<file path="config.mk">
export PLATFORM = sky130hd
export DESIGN_NAME = branch_resolve_queue
export DESIGN_NICKNAME = d
export VERILOG_FILES = /design/src/rtl/mips_core_pkg.sv /design/src/rtl/branch_resolve_queue.sv
export SDC_FILE = /design/constraint.sdc
export NUM_CORES = 1
export LEC_CHECK = 0
export CELL_PAD_IN_SITES_DETAIL_PLACEMENT = 0
export CELL_PAD_IN_SITES_GLOBAL_PLACEMENT = 1
export CORE_UTILIZATION = 42
export DETAILED_ROUTE_END_ITERATION = 6
export GPL_TIMING_DRIVEN = 1
export HOLD_SLACK_MARGIN = 0.12
export PLACE_DENSITY_LB_ADDON = 0.1
export SLEW_MARGIN = 20
export SYNTH_ARGS = -nofsm -noshare
export SYNTH_HDL_FRONTEND = slang
export SYNTH_SLANG_ARGS = --single-unit
</file>
<file path="constraint.sdc">
create_clock -name clk -period 3.7 [get_ports clk]
set_input_delay 0.555 -clock clk [delete_from_list [all_inputs] [get_ports clk]]
set_output_delay 0.555 -clock clk [all_outputs]
set_load 0.005 [all_outputs]
</file>
<file path="src/rtl/mips_core_pkg.sv">
// ============================================================================
// Module      : mips_core_pkg
// Description : Shared types and constants for the MIPS core front end.
// Revision    : 1.0 - initial release
// ============================================================================
`default_nettype none

package mips_core_pkg;

    localparam int BRQ_DEPTH_DEFAULT = 4;

    typedef enum logic {
        NOT_TAKEN = 1'b0,
        TAKEN     = 1'b1
    } BranchOutcome;

    function automatic logic outcome_to_bit(input BranchOutcome outcome);
        return (outcome == TAKEN);
    endfunction

endpackage

`default_nettype wire

</file>
<file path="src/rtl/branch_resolve_queue.sv">
// ============================================================================
// Module      : branch_resolve_queue
// Description : In-order queue of fetch predictions retired at branch
//               resolution; emits gshare training updates and GHR recovery.
// Revision    : 1.0 - initial release
// ============================================================================
`default_nettype none

module branch_resolve_queue
    import mips_core_pkg::*;
#(
    parameter int DEPTH      = BRQ_DEPTH_DEFAULT,
    parameter int ADDR_WIDTH = 26,
    parameter int HIST_WIDTH = 4
) (
    input  logic                      clk,
    input  logic                      rst,
    input  logic                      i_pred_valid,
    input  logic [ADDR_WIDTH-1:0]     i_pred_pc,
    input  logic                      i_pred_taken,
    input  logic [HIST_WIDTH-1:0]     i_pred_hist,
    output logic                      o_pred_ready,
    input  logic                      i_res_valid,
    input  logic                      i_res_taken,
    input  logic                      i_flush,
    output logic                      o_upd_valid,
    output logic [ADDR_WIDTH-1:0]     o_upd_pc,
    output logic                      o_upd_pred_taken,
    output logic                      o_upd_correct,
    output logic                      o_mispredict,
    output logic [HIST_WIDTH-1:0]     o_recover_hist,
    output logic [$clog2(DEPTH):0]    o_count,
    output logic                      o_res_err
);

    localparam int c_PTR_W = $clog2(DEPTH);
    localparam int c_CNT_W = c_PTR_W + 1;

    typedef struct packed {
        logic [ADDR_WIDTH-1:0] pc;
        logic                  taken;
        logic [HIST_WIDTH-1:0] hist;
    } entry_t;

    entry_t             r_mem [DEPTH];
    logic [c_PTR_W-1:0] r_head;
    logic [c_PTR_W-1:0] r_tail;
    logic [c_CNT_W-1:0] r_count;

    entry_t          w_head_ent;
    logic            w_full;
    logic            w_res;
    logic            w_correct;
    logic            w_mispred;
    logic            w_push;
    logic [HIST_WIDTH-1:0] w_recover;

    assign w_head_ent = r_mem[r_head];
    assign w_full     = (r_count == c_CNT_W'(DEPTH));
    assign w_res      = i_res_valid && (r_count != '0) && !i_flush;
    assign w_correct  = (w_head_ent.taken == outcome_to_bit(BranchOutcome'(i_res_taken)));
    assign w_mispred  = w_res && !w_correct;
    // Pushes alongside a mispredict are wrong-path and must not enter the queue.
    assign w_push     = i_pred_valid && !w_full && !i_flush && !w_mispred;
    assign w_recover  = (w_head_ent.hist << 1) | {{(HIST_WIDTH-1){1'b0}}, i_res_taken};

    assign o_pred_ready = !w_full;
    assign o_count      = r_count;

    always_ff @(posedge clk) begin
        if (w_push) begin
            r_mem[r_tail] <= '{pc: i_pred_pc, taken: i_pred_taken, hist: i_pred_hist};
        end
    end

    always_ff @(posedge clk) begin
        if (rst) begin
            r_head           <= '0;
            r_tail           <= '0;
            r_count          <= '0;
            o_upd_valid      <= 1'b0;
            o_upd_pc         <= '0;
            o_upd_pred_taken <= 1'b0;
            o_upd_correct    <= 1'b0;
            o_mispredict     <= 1'b0;
            o_recover_hist   <= '0;
            o_res_err        <= 1'b0;
        end else begin
            o_upd_valid  <= 1'b0;
            o_mispredict <= 1'b0;
            o_res_err    <= 1'b0;
            if (i_flush) begin
                r_count <= '0;
                r_head  <= r_tail;
            end else begin
                if (w_res) begin
                    o_upd_valid      <= 1'b1;
                    o_upd_pc         <= w_head_ent.pc;
                    o_upd_pred_taken <= w_head_ent.taken;
                    o_upd_correct    <= w_correct;
                    o_mispredict     <= !w_correct;
                    o_recover_hist   <= w_recover;
                    r_head           <= r_head + 1'b1;
                end
                if (i_res_valid && (r_count == '0)) begin
                    o_res_err <= 1'b1;
                end
                if (w_mispred) begin
                    r_count <= '0;
                    r_tail  <= r_head + 1'b1;
                end else begin
                    r_count <= r_count + c_CNT_W'(w_push) - c_CNT_W'(w_res);
                    r_tail  <= r_tail + c_PTR_W'(w_push);
                end
            end
        end
    end

endmodule

`default_nettype wire

</file>
## Word level (Yosys, flattened, before mapping)

Memories as Yosys holds them, arrays and structs flattened. A register that Yosys moved wholly into a read port is not among the register bits.
Index checks and enable logic that the tools add are counted.

- Register bits: 42
- RAM bits: 124
- Input bits: 37
- Word-level logic and storage cells: 47
- Memories kept: 1

- Add/subtract/negate cells: 4
- Eq/ne operators: 2
- Multiplexer cells: 9
- Bitwise operators: 3
- Reduce and logical (&&, ||, !) cells: 18

Memory list:

| memory | depth | width | read ports | clocked after memory_dff | wr ports | line | text |
|---|---|---|---|---|---|---|---|
| r_mem | 4 | 31 | 1 | 1 | 1 | branch_resolve_queue.sv:45 | `entry_t r_mem [DEPTH];` |

Operators with widths:

| operator | count |
|---|---|
| $mux W2 | 5 |
| $logic_and A1 B1 Y1 | 7 |
| $reduce_or A3 Y1 | 2 |
| $logic_not A1 Y1 | 4 |
| $mux W1 | 4 |
| $or A4 B1 Y4 | 1 |
| $add A3 B1 Y3 | 1 |
| $eq A3 B3 Y1 const B | 1 |
| $logic_not A3 Y1 | 1 |
| $reduce_bool A3 Y1 | 1 |
| $sub A3 B1 Y3 | 1 |
| $add A2 B1 Y2 | 1 |
| $add A2 B1 Y2 const B | 1 |
| $not A1 Y1 | 2 |
| $reduce_and A2 Y1 | 1 |
| $reduce_bool A2 Y1 | 1 |
| $reduce_or A2 Y1 | 1 |
| $eq A1 B1 Y1 | 1 |

## Longest topological paths before layout

Gate-level depths: netlist of the first run.

- Depth after elaboration: 8
- Mapped depth: 13
- Gate-level depth less buffers: 11

## Least setup slack after synthesis of the first run

OpenSTA, ideal clock, no wires.

- Path kind: flip-flop to flip-flop
- Start point: reg with a tool-made name
- End point: mem r_mem[2][0] (netlist name), enable pin
- Library setup time: 0.461 ns
- Data arrival time: 3.619 ns
- Data required time: 3.239 ns
- Setup slack: -0.380 ns
- Stages on the path, launching flop included: 5
- Path buffers: 0
- Period minus slack after synthesis: 4.080 ns
- Cells stage by stage: dfxtp_1 -> mux4_2 -> xnor2_2 -> o2111ai_2 -> nor3b_1

RTL lines:

| element | line |
|---|---|
| to (decl) | branch_resolve_queue.sv:45 |

==> impl_metrics.py, run 1 <==
metrics = {
    "place": {
        "hpwl_microns": 6347,
        "gp_congestion": 0.7371,
        "place_worst_setup_slack_ns": 0.5087,
        "io_buffers": 74,
    },
    "clock_network": {
        "postCtsHoldBufs": 0,
        "clock-sinks": 164,
        "clkTransAtPathRegs_ns": 0.06,
        "tritoncts": "yes",
        "postCtsSetupBuffers": 0,
        "cts_resized": 0,
        "cts_buffers": 17,
        "clockBufferDepth": 2,
        "htree_levels": 4,
        "clockRootBuffer": "clkbuf_16",
        "clk_latency_ns": 0.41,
    },
    "yosys": {
        "synth_most_common_cell": "edfxtp_1",
        "yosysTopAreaCellShare": 0.6040,
        "synth-seq-area-share": 0.7517,
        "synthesis.nets": 397,
        "async_reset_ff_frac": 0,
        "syn_area_per_cell_sq_um": 16.76,
        "postSynthCellCount": 356,
        "synth-seq-cells": 164,
        "yosysWarnings": 0,
        "synth_top_area_cell": "edfxtp_1",
        "synth_edf_count": 120,
        "syn_area_sq_mm": 0.005966,
        "yosys.cell_types.count": 30,
        "dominantRegCellSynth": "edfxtp_1",
        "synth_area_leaders": "edfxtp_1, dfxtp_1, mux4_2",
        "synth_common_cells": "edfxtp_1, nand2_1, dfxtp_1, a21oi_1, mux4_2",
    },
    "floorplan": {
        "dieArea_sq_mm": 0.01468,
        "rows": 43,
        "initial_core_util": 0.4298,
        "die_y_microns": 121.2,
        "ios": 76,
        "coreArea_sq_mm": 0.01388,
        "chipWidth_microns": 121.2,
    },
    "sta": {
        "hold_viol_final": 0,
        "max_slew_margin": 0.4586,
        "clock.fmax_mhz": 333.7,
        "setup_slack_ns": 0.7036,
        "period_needed_ns": 2.996,
        "setup_viol": 0,
        "slew_viol_final": 0,
        "fin_skew_ns": 0.006980,
        "worst_pin_slew_ns": 0.8121,
        "grt_setup_unrepaired": "false",
        "period_share": 0.8098,
        "whs_ns": 0.4512,
    },
    "layout": {
        "antenna_cells": 0,
        "fillers": 1152,
        "nets": 482,
        "synthToLayoutAreaGrowth_pct": 26.61,
        "drive_gt1_frac": 0.1652,
    },
    "detailed_routing": {
        "drc": 0,
        "ant_nets": 0,
        "dr.first_iter.drc_count": 149,
        "wl_per_cell_microns": 17.60,
        "totalWireLength_microns": 11160,
        "viasPerCell": 5.065,
        "firstDrtPassIters": 4,
        "vias": 3211,
    },
    "min_path": {
        "hold_path.class": "reg2reg",
        "holdPathStages": 2,
    },
    "global_routing": {
        "globalRoute.totalOverflow": 0,
        "grt_pass1_wl_microns": 18040,
        "track_usage": 0.1717,
        "grt_pass1_vias": 3311,
        "antenna_found_initial": 0,
        "grt_max_degree": 39,
    },
    "worst_setup_path": {
        "r2r_cells": 11,
        "end_kind": "flip-flop",
        "startpoint_type": "flip-flop",
        "required_ns": 3.99,
        "critical_path_class": "reg2reg",
        "arrival_ns": 3.28,
        "cp_max_fo": 7,
    },
    "status": {
        "status": "completed",
    },
    "run": {
        "drv_cap": 0,
    },
    "pwr": {
        "p_per_area_mw_per_mm2": 524.5,
        "leakage_nw": 2.430,
        "peakVddDrop_v": 0.0002680,
    },
}
## worst paths after layout
kind / startpoint / endpoint / slack [ns]
hold / removal: o_recover_hist[1] / o_recover_hist[1] / 0.45
setup reg to reg: r_mem[2][4] / o_count[2] / 0.70
hold reg to reg: o_recover_hist[1] / o_recover_hist[1] / 0.45
setup / recovery: r_mem[2][4] / o_count[2] / 0.70
## cell families (layout without fill, tap and decap cells)
kind of cell	count (synthesis)	after routing	synth area share
flops	164	164	0.7517
xor+xnor	6	6	0.01007
compound gates	40	40	0.03796
fa+ha+maj	4	4	0.009648
simple gates	88	88	0.06103
buf+inv	24	122	0.01636
mux	30	30	0.1133
## critical path, cell delays in order, from the launching register on
cell,delay (ns)
edfxtp_1,0.37
mux4_2,0.52
xnor2_2,0.33
o2111ai_2,0.32
ha_1,0.38
inv_1,0.05
ha_1,0.12
inv_1,0.04
fa_1,0.37
xor2_1,0.17
xnor2_1,0.13
nor2_1,0.05
## cell type report
cell class,count,area (sq um),area share
clock buffer,28,516.7,0.06841
clock inverter,4,70.07,0.009276
inverter,7,26.28,0.003479
multi-input combinational,168,1413,0.1870
timing repair buffer,83,815.8,0.1080
sequential,164,4487,0.5940
tap,180,225.2,0.02982
## through the flow
stage / total power (W) / setup TNS, ns / std cells / instance area [sq um] / util
after floorplan: 0.002185 / -12.38 / 356 / 5971 / -
after CTS: 0.004018 / 0 / 634 / 7553 / 0.5442
after global routing: 0.004106 / 0 / 634 / 7553 / 0.5442
after global placement: 0.002285 / 0 / 602 / 6967 / 0.5019
final: 0.003962 / 0 / 634 / 7553 / 0.5442
after detailed placement: 0.002291 / 0 / 602 / 6967 / 0.5019
## flip-flops by register name (all words and copies together), names as in the netlist, named ones only
| register | count |
|---|---|
| r_mem | 120 |
| o_upd_pc | 26 |
| o_recover_hist | 4 |
| o_count | 3 |
| r_head | 2 |
| r_tail | 2 |
| o_mispredict | 1 |
| o_res_err | 1 |
| o_upd_correct | 1 |
| o_upd_pred_taken | 1 |
| o_upd_valid | 1 |
## power by group
| group | switching, W | internal, W |
|---|---|---|
| Clock | 0.000634 | 0.00108 |
| Sequential | 0.0000155 | 0.00202 |
| Combinational | 0.000102 | 0.000111 |
## per-layer routing
| metal | wire length (microns) | track usage | vias up |
|---|---|---|---|
| met5 | 0 | 0 | - |
| met4 | 206 | 0.08102 | 0 |
| met3 | 519 | 0.04370 | 14 |
| met2 | 5384 | 0.2689 | 74 |
| met1 | 5047 | 0.2244 | 1608 |
| li1 | - | - | 1515 |
## cell usage in the layout, fill, tap and decap left out, types with 6 or more instances in the layout
cell type	Yosys	layout
a21oi_1	32	32
buf_4	0	8
clkbuf_1	11	6
clkbuf_16	0	17
clkdlybuf4s50_1	0	73
dfxtp_1	44	42
edfxtp_1	120	120
inv_1	6	6
mux4_2	30	30
nand2_1	65	65
nor2_1	10	9
Power figures use the tool's default switching activity.
==> run 2: changes to the inputs <==
==> constraint.sdc (replaced) <==
create_clock -name clk -period 2.66 [get_ports clk]
set_input_delay 0.399 -clock clk [delete_from_list [all_inputs] [get_ports clk]]
set_output_delay 0.399 -clock clk [all_outputs]
set_load 0.005 [all_outputs]
==> impl_metrics.py, run 2 (same netlist as run 1, synthesis figures left out) <==
metrics = {
    "floorplan": {
        "rows": 43,
        "dieArea_sq_mm": 0.01468,
        "initial_core_util": 0.4298,
        "ios": 76,
        "chipWidth_microns": 121.2,
        "die_y_microns": 121.2,
        "coreArea_sq_mm": 0.01388,
    },
    "worst_setup_path": {
        "r2r_slack_ns": 0.09,
        "r2r-end": "o_count[2]",
        "crit_buf_inv": 2,
        "required_ns": 2.95,
        "cpMostUsedCell": "inv_1",
        "cp_max_fo": 2,
        "end_kind": "flip-flop",
        "crit_family": "adder cells",
        "path_cells": "mux4_2 > xnor2_4 > o2111ai_4 > ha_4 > inv_1 > ha_1 > inv_1 > fa_2 > xor2_1 > xnor2_1 > nor2_1",
        "slowest_stage": "mux4_2",
        "arrival_ns": 2.86,
        "startpoint_type": "flip-flop",
        "critical_path_class": "reg2reg",
        "max_stage_delay_ns": 0.55,
        "rr_startpoint": "r_mem[3][4]",
        "r2r_cells": 11,
    },
    "sta": {
        "max_slew_margin": 0.5843,
        "grt_setup_unrepaired": "true",
        "hold_viol_final": 0,
        "period_needed_ns": 2.570,
        "clock.fmax_mhz": 389.1,
        "slew_viol_final": 0,
        "worst_pin_slew_ns": 0.6235,
        "fin_skew_ns": 0.01085,
        "setup_viol": 0,
        "period_share": 0.9661,
    },
    "layout": {
        "final_common_cell": "edfxtp_1",
        "largest_register": "r_mem",
        "largest_reg_flops": 120,
        "design_area_sq_mm": 0.007685,
        "synthToLayoutAreaGrowth_pct": 28.82,
        "largestRegisters": "r_mem (120), o_upd_pc (26), o_recover_hist (4)",
        "drive_gt1_frac": 0.1875,
        "final_cell_mix": "edfxtp_1, clkdlybuf4s50_1, nand2_1",
        "nets": 492,
        "antenna_cells": 0,
    },
    "status": {
        "status": "completed",
    },
    "detailed_routing": {
        "route.met3.wl_microns": 350,
        "dr.first_iter.drc_count": 113,
        "routed.top_layer": "met4",
        "wl_met1_microns": 4867,
        "vias": 3270,
        "ant_nets": 0,
        "viasPerCell": 5.078,
        "wl_per_cell_microns": 17.41,
        "drc": 0,
        "met2_length_microns": 5808,
        "firstDrtPassIters": 6,
        "totalWireLength_microns": 11210,
    },
    "pwr": {
        "total_power_w": 0.005436,
        "leakage_nw": 2.472,
        "peakVddDrop_v": 0.0004451,
        "p_per_area_mw_per_mm2": 707.4,
    },
    "clock_network": {
        "tritoncts": "yes",
        "cts_buffers": 17,
        "clockBufferDepth": 2,
        "clk_latency_ns": 0.42,
        "htree_levels": 4,
        "clkTransAtPathRegs_ns": 0.06,
        "clock-sinks": 164,
        "clockRootBuffer": "clkbuf_16",
    },
    "global_routing": {
        "track_usage": 0.1715,
        "globalRoute.totalOverflow": 0,
        "grt_max_degree": 36,
        "grt_pass1_vias": 3375,
        "antenna_found_initial": 0,
        "grt_pass1_wl_microns": 17880,
    },
    "min_path": {
        "hold_path.class": "reg2reg",
        "hold_end": "o_upd_pc[17]",
        "holdPathStages": 2,
        "worstHoldStart": "o_upd_pc[17]",
    },
    "place": {
        "placed_cell_area_sq_mm": 0.007108,
        "gp_congestion": 0.7484,
        "io_buffers": 74,
        "hpwl_microns": 6596,
    },
    "run": {
        "drv_cap": 0,
    },
}
run 2: changes by cell type in the layout (fill, tap and decap cells not counted), sizes merged:
cell    previous run  this run
clkinv             3         5
buf               10        20
bufinv             2         1
clkbuf            28        27
run 2: layout make-up:
type / count / area [sq um]
clock buffer: 27 / 504.2
clock inverter: 5 / 50.05
fill: 1160 / 6196
inverter: 7 / 26.28
multi-input combinational: 168 / 1463
sequential: 164 / 4488
tap: 180 / 225.2
timing repair buffer: 93 / 928.4
run 2: worst reg2reg max path: stages, from the launching register on:
cell and delay [ns]:
edfxtp_1 0.36, mux4_2 0.55, xnor2_4 0.18, o2111ai_4 0.23, ha_4 0.23, inv_1 0.05
ha_1 0.12, inv_1 0.05, fa_2 0.33, xor2_1 0.15, xnor2_1 0.15, nor2_1 0.05
run 2: through the flow:
step                std cells  hold slack, ns  setup TNS (ns)  utilization  worst slack [ns]
floorplan                 356          0.4527          -19.08            -           -0.3174
global placement          611          0.4419        -0.06048       0.5121          -0.06048
detailed placement        611          0.4472        -0.08769       0.5121          -0.08769
CTS                       643          0.4551               0       0.5520           0.04710
global route              644          0.4763        -0.07498       0.5536          -0.07498
finish                    644          0.4532               0       0.5536           0.09011
run 2: timing repair:
item / in CTS / in global routing
setup endpoints to repair: 0 / 1
gates resized for setup: 0 / 2
setup buffers: 0 / 1
hold buffers: 0 / 0
run 2: how the worst max path moves through the flow:
| stage | endpoint | depth (start not counted) | start | slack [ns] |
|---|---|---|---|---|
| 2_1_floorplan | r_mem[0][0] | 4 | flip-flop | -0.32 |
| 3_3_place_gp | o_count[2] | 11 | i_res_valid | -0.06 |
| 3_5_place_dp | o_count[2] | 11 | i_res_valid | -0.09 |
| 4_1_cts | o_count[2] | 11 | r_mem[3][4] | 0.05 |
| 5_1_grt | o_count[2] | 11 | r_mem[3][4] | -0.07 |
| 6_report | o_count[2] | 11 | r_mem[3][4] | 0.09 |
run 2: layer usage:
metal | GRT usage | up-vias
li1 | - | 1533
met1 | 0.2097 | 1660
met2 | 0.2836 | 61
met3 | 0.04652 | 16
met4 | 0.07870 | 0
met5 | 0 | -
run 2: report_power, final:
part / leakage [nW] / total (W) / internal [W] / switching [W]
sequential: 1.45 / 0.00283 / 0.00280 / 0.0000226
combinational: 0.752 / 0.000325 / 0.000173 / 0.000152
clock: 0.274 / 0.00228 / 0.00139 / 0.000896
total: 2.47 / 0.00544 / 0.00437 / 0.00107
==> run 3: changes to the inputs <==
--- a/config.mk
+++ b/config.mk
@@ -7,6 +7,7 @@
 export LEC_CHECK = 0
 export CELL_PAD_IN_SITES_DETAIL_PLACEMENT = 0
 export CELL_PAD_IN_SITES_GLOBAL_PLACEMENT = 1
+export CORE_MARGIN = 5
 export CORE_UTILIZATION = 42
 export DETAILED_ROUTE_END_ITERATION = 6
 export GPL_TIMING_DRIVEN = 1
==> impl_metrics.py, run 3 (same netlist as run 1, synthesis figures left out) <==
metrics = {
    "worst_setup_path": {
        "cpMostUsedCell": "ha_4",
        "crit_buf_inv": 2,
        "max_stage_delay_ns": 0.55,
        "slowest_stage": "mux4_2",
        "critical_path_class": "reg2reg",
        "path_cells": "mux4_2 > xnor2_4 > o2111ai_4 > ha_4 > inv_4 > ha_4 > inv_2 > fa_2 > xor2_2 > xnor2_1 > nor2_1",
        "cp_max_fo": 2,
        "startpoint_type": "flip-flop",
        "r2r_slack_ns": 0.02,
        "required_ns": 2.95,
        "crit_family": "adder cells",
        "arrival_ns": 2.93,
        "end_kind": "flip-flop",
    },
    "sta": {
        "fin_skew_ns": 0.005162,
        "slew_viol_final": 0,
        "hold_viol_final": 0,
        "setup_viol": 0,
        "clock.fmax_mhz": 379.1,
        "worst_pin_slew_ns": 0.7954,
        "max_slew_margin": 0.4697,
        "grt_setup_unrepaired": "true",
        "setup_tns_ns": 0,
        "period_share": 0.9916,
        "period_needed_ns": 2.638,
    },
    "layout": {
        "largest_register": "r_mem",
        "antenna_cells": 0,
        "final_cell_mix": "edfxtp_1, clkdlybuf4s50_1, nand2_1",
        "synthToLayoutAreaGrowth_pct": 29.05,
        "drive_gt1_frac": 0.1952,
        "nets": 489,
        "largestRegisters": "r_mem (120), o_upd_pc (26), o_recover_hist (4)",
        "largest_reg_flops": 120,
        "final_common_cell": "edfxtp_1",
        "layout.cells.non_filler": 641,
    },
    "pwr": {
        "leakage_nw": 2.448,
        "peakVddDrop_v": 0.0004027,
        "pwr-share-seq": 0.513,
        "internal-power_w": 0.004425,
        "switching_share": 0.1975,
        "p_sw_w": 0.001089,
        "total_power_w": 0.005513,
        "power_frac_comb": 0.059,
        "clkPwrFrac": 0.428,
        "p_per_area_mw_per_mm2": 716.1,
    },
    "place": {
        "io_buffers": 74,
        "dp_cells": 609,
        "hpwl_microns": 6990,
        "gp_congestion": 0.7149,
    },
    "clock_network": {
        "htree_levels": 4,
        "tritoncts": "yes",
        "clkTransAtPathRegs_ns": 0.06,
        "clk_latency_ns": 0.41,
        "clockBufferDepth": 2,
        "cts_buffers": 17,
        "postCtsHoldBufs": 0,
        "clock-sinks": 164,
        "clockRootBuffer": "clkbuf_16",
    },
    "min_path": {
        "hold_path.class": "reg2reg",
    },
    "global_routing": {
        "grt_max_degree": 39,
        "grt_pass1_vias": 3293,
        "grt_pass1_wl_microns": 18150,
        "globalRoute.totalOverflow": 0,
        "antenna_found_initial": 0,
        "track_usage": 0.1472,
    },
    "floorplan": {
        "dieArea_sq_mm": 0.01669,
        "coreArea_sq_mm": 0.01388,
        "initial_core_util": 0.4298,
        "rows": 43,
        "chipWidth_microns": 129.2,
        "ios": 76,
        "die_y_microns": 129.2,
    },
    "detailed_routing": {
        "wl_per_cell_microns": 18.14,
        "totalWireLength_microns": 11630,
        "vias": 3224,
        "dr.first_iter.drc_count": 191,
        "ant_nets": 0,
        "firstDrtPassIters": 4,
        "viasPerCell": 5.030,
        "drc": 0,
    },
    "status": {
        "status": "completed",
    },
    "run": {
        "drv_cap": 0,
    },
}
==> run 3: through the flow <==
stage | hold WS [ns] | cell area (sq um) | util | setup slack, ns
finish | 0.4519 | 7699 | 0.5546 | 0.02241
detailed placement | 0.4475 | 7081 | 0.5101 | -0.1300
global route | 0.4701 | 7699 | 0.5546 | -0.09623
global placement | 0.4410 | 7081 | 0.5101 | -0.08752
floorplan | 0.4527 | 6013 | - | -0.3174
CTS | 0.4557 | 7661 | 0.5519 | 0.03085
==> run 3: worst reg2reg max path, stage by stage, from the launching register on <==
cell and delay (ns):
edfxtp_1 0.37, mux4_2 0.55, xnor2_4 0.19, o2111ai_4 0.24
ha_4 0.25, inv_4 0.05, ha_4 0.12, inv_2 0.04
fa_2 0.36, xor2_2 0.15, xnor2_1 0.16, nor2_1 0.05
==> run 3: power groups by stage <==
stage,Sequential [W],Clock (W),Combinational (W)
after floorplan,0.00288,0,0.000167
after global placement,0.00288,0,0.000324
after detailed placement,0.00288,0,0.000326
after CTS,0.00283,0.00243,0.000328
after global routing,0.00283,0.00253,0.000355
final,0.00283,0.00236,0.000326
==> run 3: final cells by class <==
cell class	count	area (sq um)
timing repair buffer	90	893.4
sequential	164	4488
clock buffer	23	478.0
inverter	7	28.78
clock inverter	9	102.6
tap	180	225.2
fill	1142	6182
multi-input combinational	168	1483
==> run 3: final timing paths <==
path | from | endpoint | cells past startpoint
max reg2reg | r_mem[2][4] | o_count[2] | 11
max | r_mem[2][4] | o_count[2] | 11
min reg2reg | o_upd_pc[17] | o_upd_pc[17] | 2
min | o_upd_pc[17] | o_upd_pc[17] | 2
==> run 3: metal layers <==
layer,up-vias,global-route usage,share of wire
li1,1522,-,-
met1,1626,0.1921,0.45
met2,65,0.2332,0.49
met3,11,0.04204,0.042
met4,0,0.06115,0.012
met5,-,0,0
==> run 3: what timing repair did <==
action                     4_1_cts  5_1_grt
resized for setup                0        8
setup endpoints to repair        0        1
buffers inserted                 0        0
